File: src/rtl/dtcm_ctrl_if.sv
// LSU-side request/response channel for the data TCM front-end.
// The controller takes the slave modport; the load/store unit takes the master modport.
interface dtcm_ctrl_if #(
    parameter int unsigned AW = 32
) ();
    logic          req_valid;
    logic          req_ready;
    logic [AW-1:0] req_addr;
    logic          req_wr;
    logic [1:0]    req_size;
    logic          req_unsigned;
    logic [31:0]   req_wdata;
    logic          rsp_valid;
    logic          rsp_ready;
    logic [31:0]   rsp_rdata;
    logic          rsp_err;

    modport master (
        output req_valid, req_addr, req_wr, req_size, req_unsigned, req_wdata, rsp_ready,
        input  req_ready, rsp_valid, rsp_rdata, rsp_err
    );

    modport slave (
        input  req_valid, req_addr, req_wr, req_size, req_unsigned, req_wdata, rsp_ready,
        output req_ready, rsp_valid, rsp_rdata, rsp_err
    );
endinterface

File: src/rtl/dtcm_ctrl.sv
// Load/store front-end for the single-port data TCM (1-cycle registered read).
// Define DTCM_MISALIGN_CHK_EN to reject misaligned half/word accesses instead of aligning them.
module dtcm_ctrl #(
    parameter int unsigned DP  = 512,
    parameter int unsigned AW  = 32,
    parameter int unsigned RAW = $clog2(DP)
) (
    input  logic           clk,
    input  logic           rst,
    dtcm_ctrl_if.slave     bus,
    output logic [RAW-1:0] ram_addr,
    output logic           ram_we,
    output logic [3:0]     ram_wem,
    output logic [31:0]    ram_din,
    input  logic [31:0]    ram_dout
);

    typedef enum logic [0:0] {StIdle, StRsp} state_e;

    state_e         state_q;
    logic           err_q;
    logic [1:0]     off_q;
    logic [1:0]     size_q;
    logic           unsigned_q;
    logic           is_load_q;
    logic [RAW-1:0] hold_addr_q;

    logic           req_ready;
    logic           acc;
    logic           err;
    logic           misalign;
    logic [AW-3:0]  idx;
    logic [1:0]     off;
    logic [1:0]     off_eff;
    logic [31:0]    shifted;

    assign idx = bus.req_addr[AW-1:2];
    assign off = bus.req_addr[1:0];

    always_comb begin
        req_ready = (state_q == StIdle) | bus.rsp_ready;
        acc       = bus.req_valid & req_ready;
`ifdef DTCM_MISALIGN_CHK_EN
        misalign = ((bus.req_size == 2'b01) & off[0]) |
                   ((bus.req_size == 2'b10) & (off != 2'b00));
`else
        misalign = 1'b0;
`endif
        err = (idx >= (AW-2)'(DP)) | (bus.req_size == 2'b11) | misalign;
        // Without the check, halves and words are silently aligned down.
        case (bus.req_size)
            2'b01:   off_eff = {off[1], 1'b0};
            2'b10:   off_eff = 2'b00;
            default: off_eff = off;
        endcase
    end

    // RAM side: only a non-error store writes; otherwise the read address is held.
    always_comb begin
        ram_we   = 1'b0;
        ram_wem  = 4'b0000;
        ram_din  = 32'h0;
        ram_addr = hold_addr_q;
        if (acc && !err) begin
            ram_addr = idx[RAW-1:0];
            if (bus.req_wr) begin
                ram_we = 1'b1;
                case (bus.req_size)
                    2'b00: begin
                        ram_wem = 4'b0001 << off_eff;
                        ram_din = {4{bus.req_wdata[7:0]}};
                    end
                    2'b01: begin
                        ram_wem = 4'b0011 << off_eff;
                        ram_din = {2{bus.req_wdata[15:0]}};
                    end
                    default: begin
                        ram_wem = 4'b1111;
                        ram_din = bus.req_wdata;
                    end
                endcase
            end
        end
    end

    always_ff @(posedge clk) begin
        if (rst) begin
            state_q     <= StIdle;
            err_q       <= 1'b0;
            off_q       <= 2'b00;
            size_q      <= 2'b00;
            unsigned_q  <= 1'b0;
            is_load_q   <= 1'b0;
            hold_addr_q <= '0;
        end else begin
            if (acc) begin
                state_q    <= StRsp;
                err_q      <= err;
                off_q      <= off_eff;
                size_q     <= bus.req_size;
                unsigned_q <= bus.req_unsigned;
                is_load_q  <= ~bus.req_wr;
                if (!bus.req_wr && !err) begin
                    hold_addr_q <= idx[RAW-1:0];
                end
            end else if (state_q == StRsp && bus.rsp_ready) begin
                state_q <= StIdle;
            end
        end
    end

    assign shifted = ram_dout >> {off_q, 3'b000};

    always_comb begin
        bus.req_ready = req_ready;
        bus.rsp_valid = (state_q == StRsp);
        bus.rsp_err   = bus.rsp_valid & err_q;
        bus.rsp_rdata = 32'h0;
        if (bus.rsp_valid && is_load_q && !err_q) begin
            case (size_q)
                2'b00:   bus.rsp_rdata = {{24{~unsigned_q & shifted[7]}}, shifted[7:0]};
                2'b01:   bus.rsp_rdata = {{16{~unsigned_q & shifted[15]}}, shifted[15:0]};
                default: bus.rsp_rdata = shifted;
            endcase
        end
    end

endmodule

File: src/flat_wrapper.sv
// flat-port wrapper written by rule: the top's interface ports become plain ports
module dtcm_ctrl_flat 
#(
    parameter int unsigned DP  = 512,
    parameter int unsigned AW  = 32,
    parameter int unsigned RAW = $clog2(DP)
)
  (clk, rst, ram_addr, ram_we, ram_wem, ram_din, ram_dout, bus_req_valid, bus_req_addr, bus_req_wr, bus_req_size, bus_req_unsigned, bus_req_wdata, bus_rsp_ready, bus_req_ready, bus_rsp_valid, bus_rsp_rdata, bus_rsp_err);
  dtcm_ctrl_if #(.AW(AW)) bus_i ();
  input  logic clk;
  input  logic rst;
  output logic [RAW-1:0] ram_addr;
  output logic ram_we;
  output logic [3:0] ram_wem;
  output logic [31:0] ram_din;
  input  logic [31:0] ram_dout;
  input wire logic [$bits(bus_i.req_valid)-1:0] bus_req_valid;
  input wire logic [$bits(bus_i.req_addr)-1:0] bus_req_addr;
  input wire logic [$bits(bus_i.req_wr)-1:0] bus_req_wr;
  input wire logic [$bits(bus_i.req_size)-1:0] bus_req_size;
  input wire logic [$bits(bus_i.req_unsigned)-1:0] bus_req_unsigned;
  input wire logic [$bits(bus_i.req_wdata)-1:0] bus_req_wdata;
  input wire logic [$bits(bus_i.rsp_ready)-1:0] bus_rsp_ready;
  output wire logic [$bits(bus_i.req_ready)-1:0] bus_req_ready;
  output wire logic [$bits(bus_i.rsp_valid)-1:0] bus_rsp_valid;
  output wire logic [$bits(bus_i.rsp_rdata)-1:0] bus_rsp_rdata;
  output wire logic [$bits(bus_i.rsp_err)-1:0] bus_rsp_err;
  assign bus_i.req_valid = bus_req_valid;
  assign bus_i.req_addr = bus_req_addr;
  assign bus_i.req_wr = bus_req_wr;
  assign bus_i.req_size = bus_req_size;
  assign bus_i.req_unsigned = bus_req_unsigned;
  assign bus_i.req_wdata = bus_req_wdata;
  assign bus_i.rsp_ready = bus_rsp_ready;
  assign bus_req_ready = bus_i.req_ready;
  assign bus_rsp_valid = bus_i.rsp_valid;
  assign bus_rsp_rdata = bus_i.rsp_rdata;
  assign bus_rsp_err = bus_i.rsp_err;
  dtcm_ctrl #(.DP(DP), .AW(AW), .RAW(RAW)) u_core (.clk(clk), .rst(rst), .bus(bus_i), .ram_addr(ram_addr), .ram_we(ram_we), .ram_wem(ram_wem), .ram_din(ram_din), .ram_dout(ram_dout));
endmodule
File: config.mk
export PLATFORM = sky130hd
export DESIGN_NAME = dtcm_ctrl_flat
export DESIGN_NICKNAME = d
export VERILOG_FILES = /design/src/rtl/dtcm_ctrl_if.sv /design/src/rtl/dtcm_ctrl.sv /design/src/flat_wrapper.sv
export SDC_FILE = /design/constraint.sdc
export NUM_CORES = 1
export LEC_CHECK = 0
export ABC_AREA = 1
export BUFFER_PORTS_ARGS = -buffer_cell sky130_fd_sc_hd__buf_2
export CORE_MARGIN = 2
export CORE_UTILIZATION = 30
export CTS_CLUSTER_DIAMETER = 80
export DETAILED_ROUTE_END_ITERATION = 10
export HOLD_SLACK_MARGIN = 0.03
export PLACE_DENSITY = 0.73
export SLEW_MARGIN = 5
export SYNTH_ARGS = -nofsm -noshare
export SYNTH_HDL_FRONTEND = slang
export SYNTH_SLANG_ARGS = --single-unit
export TNS_END_PERCENT = 50
File: constraint.sdc
create_clock -name clk -period 1.69 [get_ports clk]
set_input_delay 0.0845 -clock clk [delete_from_list [all_inputs] [get_ports clk]]
set_output_delay 0.0845 -clock clk [all_outputs]
set_load 0.02 [all_outputs]
==> summary.md <==
| Metric | Value |
|---|---|
| Part of the Yosys area used for sequential elements | `0.1414` |
| Max Slew Vio Count | `0` |
| Class of the most critical setup path | `flop to output pin` |
| Starting density of the core | `0.3098` |
| Number of global-route vias before repair | `3213` |
| Clock Sinks | `17` |
| Synth warn | `0` |
| Complex-gate fraction of the synthesized area | `0.1919` |
| Data arrival time of the critical path | `1640 ps` |
| Sequential share of power | `0.295` |
| Starting DRT DRC Count | `177` |
| Vias per Instance | `4.875` |
| Number of rows created at floorplan | `32` |
| Cell at the root of the clock tree | `sky130_fd_sc_hd__clkbuf_8` |
| CTS H-tree lvls | `1` |
| Number of nets in the finished design | `761` |
| Combinational family with the most area after synthesis | `simple AND/OR/NAND/NOR gates` |
| Main area contributors after synthesis | `sky130_fd_sc_hd__nand2_1 21%, sky130_fd_sc_hd__nor2_1 18%, sky130_fd_sc_hd__dfxtp_1 14%, sky130_fd_sc_hd__a21oi_1 7.1%, sky130_fd_sc_hd__o21ai_0 5.8%` |
| Parity-gate share of the synthesized area counting xor and xnor cells | `0` |
| Post-layout min period | `1725 ps` |
| PnR worst setup slack | `-35.20 ps` |
| Total global-route track usage | `0.1860` |
| Switching part of the total power | `0.3906` |
| Main synth FF type | `sky130_fd_sc_hd__dfxtp_1` |
| Int Pwr | `0.8941 mW` |
| Most common cell on crit path | `sky130_fd_sc_hd__nand2_2` |
| EDFF count, synth | `0` |
| Clock Skew | `1.915 ps` |
| Adder-cell area share of the yosys netlist | `0.01560` |
| Die width | `93.56 um` |
| Slew margin rel. | `0.7004` |
| Largest stage delay on the critical path | `380 ps` |
| Non-filler instance count after layout | `755` |
| Minimum hold slack | `80.27 ps` |
| Non-Filler Cell Area, Final | `3872 um2` |
| Number of storage elements in the synthesis netlist | `17` |
| Crit path cell chain | `inv_4 > nand2_2 > nand2_2 > o21ai_2 > nand2_1 > nor2_2 > nor2_4 > buf_12 > nor2_1 > buf_4` |
| Post-Synth Simple-Gate Area | `0.5304` |
| Pwr Total | `1.467 mW` |
| Maximum number of pins on one net before global-route repair | `29` |
| Synthesized area per cell | `5.197 um2` |
| Unrepaired setup endpoints after global routing | `true` |
| Data required, critical path | `1610 ps` |
| Share of async-settable or async-resettable flops after synthesis | `0` |
| Number of buffers inserted during clock tree synthesis | `3` |
| Slew of the pin with the lowest slew margin | `448.9 ps` |
| Clock tree buffer depth | `2` |
| IR Drop Worst-Case VDD | `0.3090 mV` |
| Fraction of synthesized cell area taken by the top area cell type | `0.2106` |
| Maximum capacitance violations | `0` |
| DP Area | `3516 um2` |
| CP max FO | `8` |
| Crit share post-route | `1.021` |
| Critical path buffers and inverters | `3` |
| Post-synthesis cell area | `2406 um2` |
| Source-to-sink clock delay at the later pin of the worst-skew pair | `250 ps` |
| Multiplexer share of the synthesized area | `0` |
| Unique masters post-synth | `30` |
| DR vias | `3681` |
| GR Overflow Total | `0` |
| Clock transition at path regs | `60 ps` |
| Ant. Diodes | `0` |
| Total wirelength of the detailed-routed design | `9116 um` |
| Proportion of power drawn by combinational gates | `0.504` |
| Chip Height | `93.56 um` |
| Cell count after synthesis | `463` |
| Master of the slowest instance on the critical path | `sky130_fd_sc_hd__dfxtp_4` |
| Outcome | `finished with violations` |
| Switching pwr | `0.5730 mW` |
| Crit end category | `output pin` |
| Kind of launch point of the worst setup path | `flop` |
| Cell with the most instances after synthesis | `sky130_fd_sc_hd__nand2_1` |
| Commonest cells post-synth | `135 x sky130_fd_sc_hd__nand2_1, 115 x sky130_fd_sc_hd__nor2_1, 34 x sky130_fd_sc_hd__a21oi_1, 34 x sky130_fd_sc_hd__inv_1, 28 x sky130_fd_sc_hd__o21ai_0` |
| DRC violations left | `0` |
| Placeable Area | `7767 um2` |
| Top-level port count | `185` |
| Antenna violations before repair | `0` |
| Overall die area | `8753 um2` |
| Cell taking the most area after synthesis | `sky130_fd_sc_hd__nand2_1` |
| P per Cell Area | `378.9 nW/um2` |
| Count of final setup violators | `8` |
| CTS tree | `done` |
| Placed cells | `741` |
| Average wire per cell in the routed design | `12.07 um` |
| FMAX | `0.5796 GHz` |
| Count of port buffers added during placement | `184` |
| Final estimated routing congestion in global placement | `0.8583` |
| Global-route wire length before repair | `13810 um` |
| Number of detailed-routing iterations run before antenna repair | `7` |
| P_leak | `2.210 nW` |
| Dpl hpwl | `7118 um` |
| Clock power frac | `0.202` |
| Final Hold Vio Count | `0` |
| Post-synthesis to final-layout area growth | `60.95%` |
| Core occupancy in the finished layout | `0.4986` |
| Final ANT Viol Nets | `0` |
| Failing checks | `negative setup slack` |
| Post-Syn Nets | `570` |
| Kind of cell with the highest combined delay on the critical path | `simple AND/OR/NAND/NOR gates` |
| Hold Path Class | `input pin to flop` |
| Fraction of final layout cells with drive strength greater than 1 | `0.4135` |
flip-flops by register name, indices dropped and copies added (netlist names):
name and flops:
u_core.bus.rsp_valid 1, u_core.size_q 2, u_core.unsigned_q 1, u_core.hold_addr_q 9, u_core.is_load_q 1, u_core.err_q 1, u_core.off_q 2
final cells by class:
class	instances	area, um2
multi-input cells	381	1863
well taps	102	127.6
clock buffers	4	45.04
inverters	37	142.6
fillers	803	3895
repair buffers	214	1349
flip-flops and latches	17	345.3
per-layer routing:
metal	global-route usage	part of all wire
met4	0.05193	0.026
met5	0	0
met3	0.02337	0.075
met1	0.2226	0.40
met2	0.3459	0.50
worst min-delay path: stages:
cell                     delay, ps
sky130_fd_sc_hd__buf_2          90
sky130_fd_sc_hd__nor2_1         40
sky130_fd_sc_hd__nor2_1         80
repair_timing:
action | in CTS | in global routing
setup buffers | 3 | 5
resized for setup | 18 | 58
pin swaps | 2 | 11
endpoints found under the hold margin | 2 | 0
setup endpoints to repair | 32 | 61
hold buffers | 1 | 0
cloned | 0 | 1
worst paths after layout:
| kind | from | end | slack, ps | cells after the start |
|---|---|---|---|---|
| worst max-delay path | u_core.off_q[0] | bus_rsp_rdata[21] | -40 | 10 |
| worst min-delay path | bus_req_addr[8] | u_core.hold_addr_q[6] | 80 | 3 |
| worst max register to register | u_core.bus.rsp_valid | u_core.hold_addr_q[7] | 370 | 8 |
| worst min register to register | u_core.is_load_q | u_core.is_load_q | 460 | 2 |
through the flow:
stage          TNS [ps]  setup WS, ps
2_1_floorplan         0         120.4
3_3_place_gp          0         114.7
3_5_place_dp          0         82.84
4_1_cts          -2.331        -2.331
5_1_grt           -1442        -104.9
6_report         -85.21        -35.20
cells by family after synthesis:
| kind of cell | after synthesis |
|---|---|
| and+or+nand+nor | 296 |
| adders and majority gates | 3 |
| AOI/OAI and AO/OA | 82 |
| DFF | 17 |
| buffers and inverters | 65 |
cells in the final DEF (no fill, tap or decap), types with 11 or more instances in the layout:
cell and instances:
sky130_fd_sc_hd__a21oi_1 33, sky130_fd_sc_hd__buf_2 162, sky130_fd_sc_hd__buf_4 30, sky130_fd_sc_hd__buf_6 14, sky130_fd_sc_hd__dfxtp_1 15, sky130_fd_sc_hd__inv_1 32, sky130_fd_sc_hd__nand2_1 132, sky130_fd_sc_hd__nand3_1 23
sky130_fd_sc_hd__nor2_1 98, sky130_fd_sc_hd__nor2_2 13, sky130_fd_sc_hd__o21ai_0 26, sky130_fd_sc_hd__o21ai_2 11
power groups by stage:
stage	clock (mW)	sequential, mW	combinational [mW]
after floorplan	0	0.433	0.373
after global placement	0	0.437	0.621
after detailed placement	0	0.438	0.630
after CTS	0.300	0.429	0.653
after global routing	0.321	0.434	0.815
final	0.296	0.433	0.739
No activity file was read; power rests on OpenSTA's default activity.
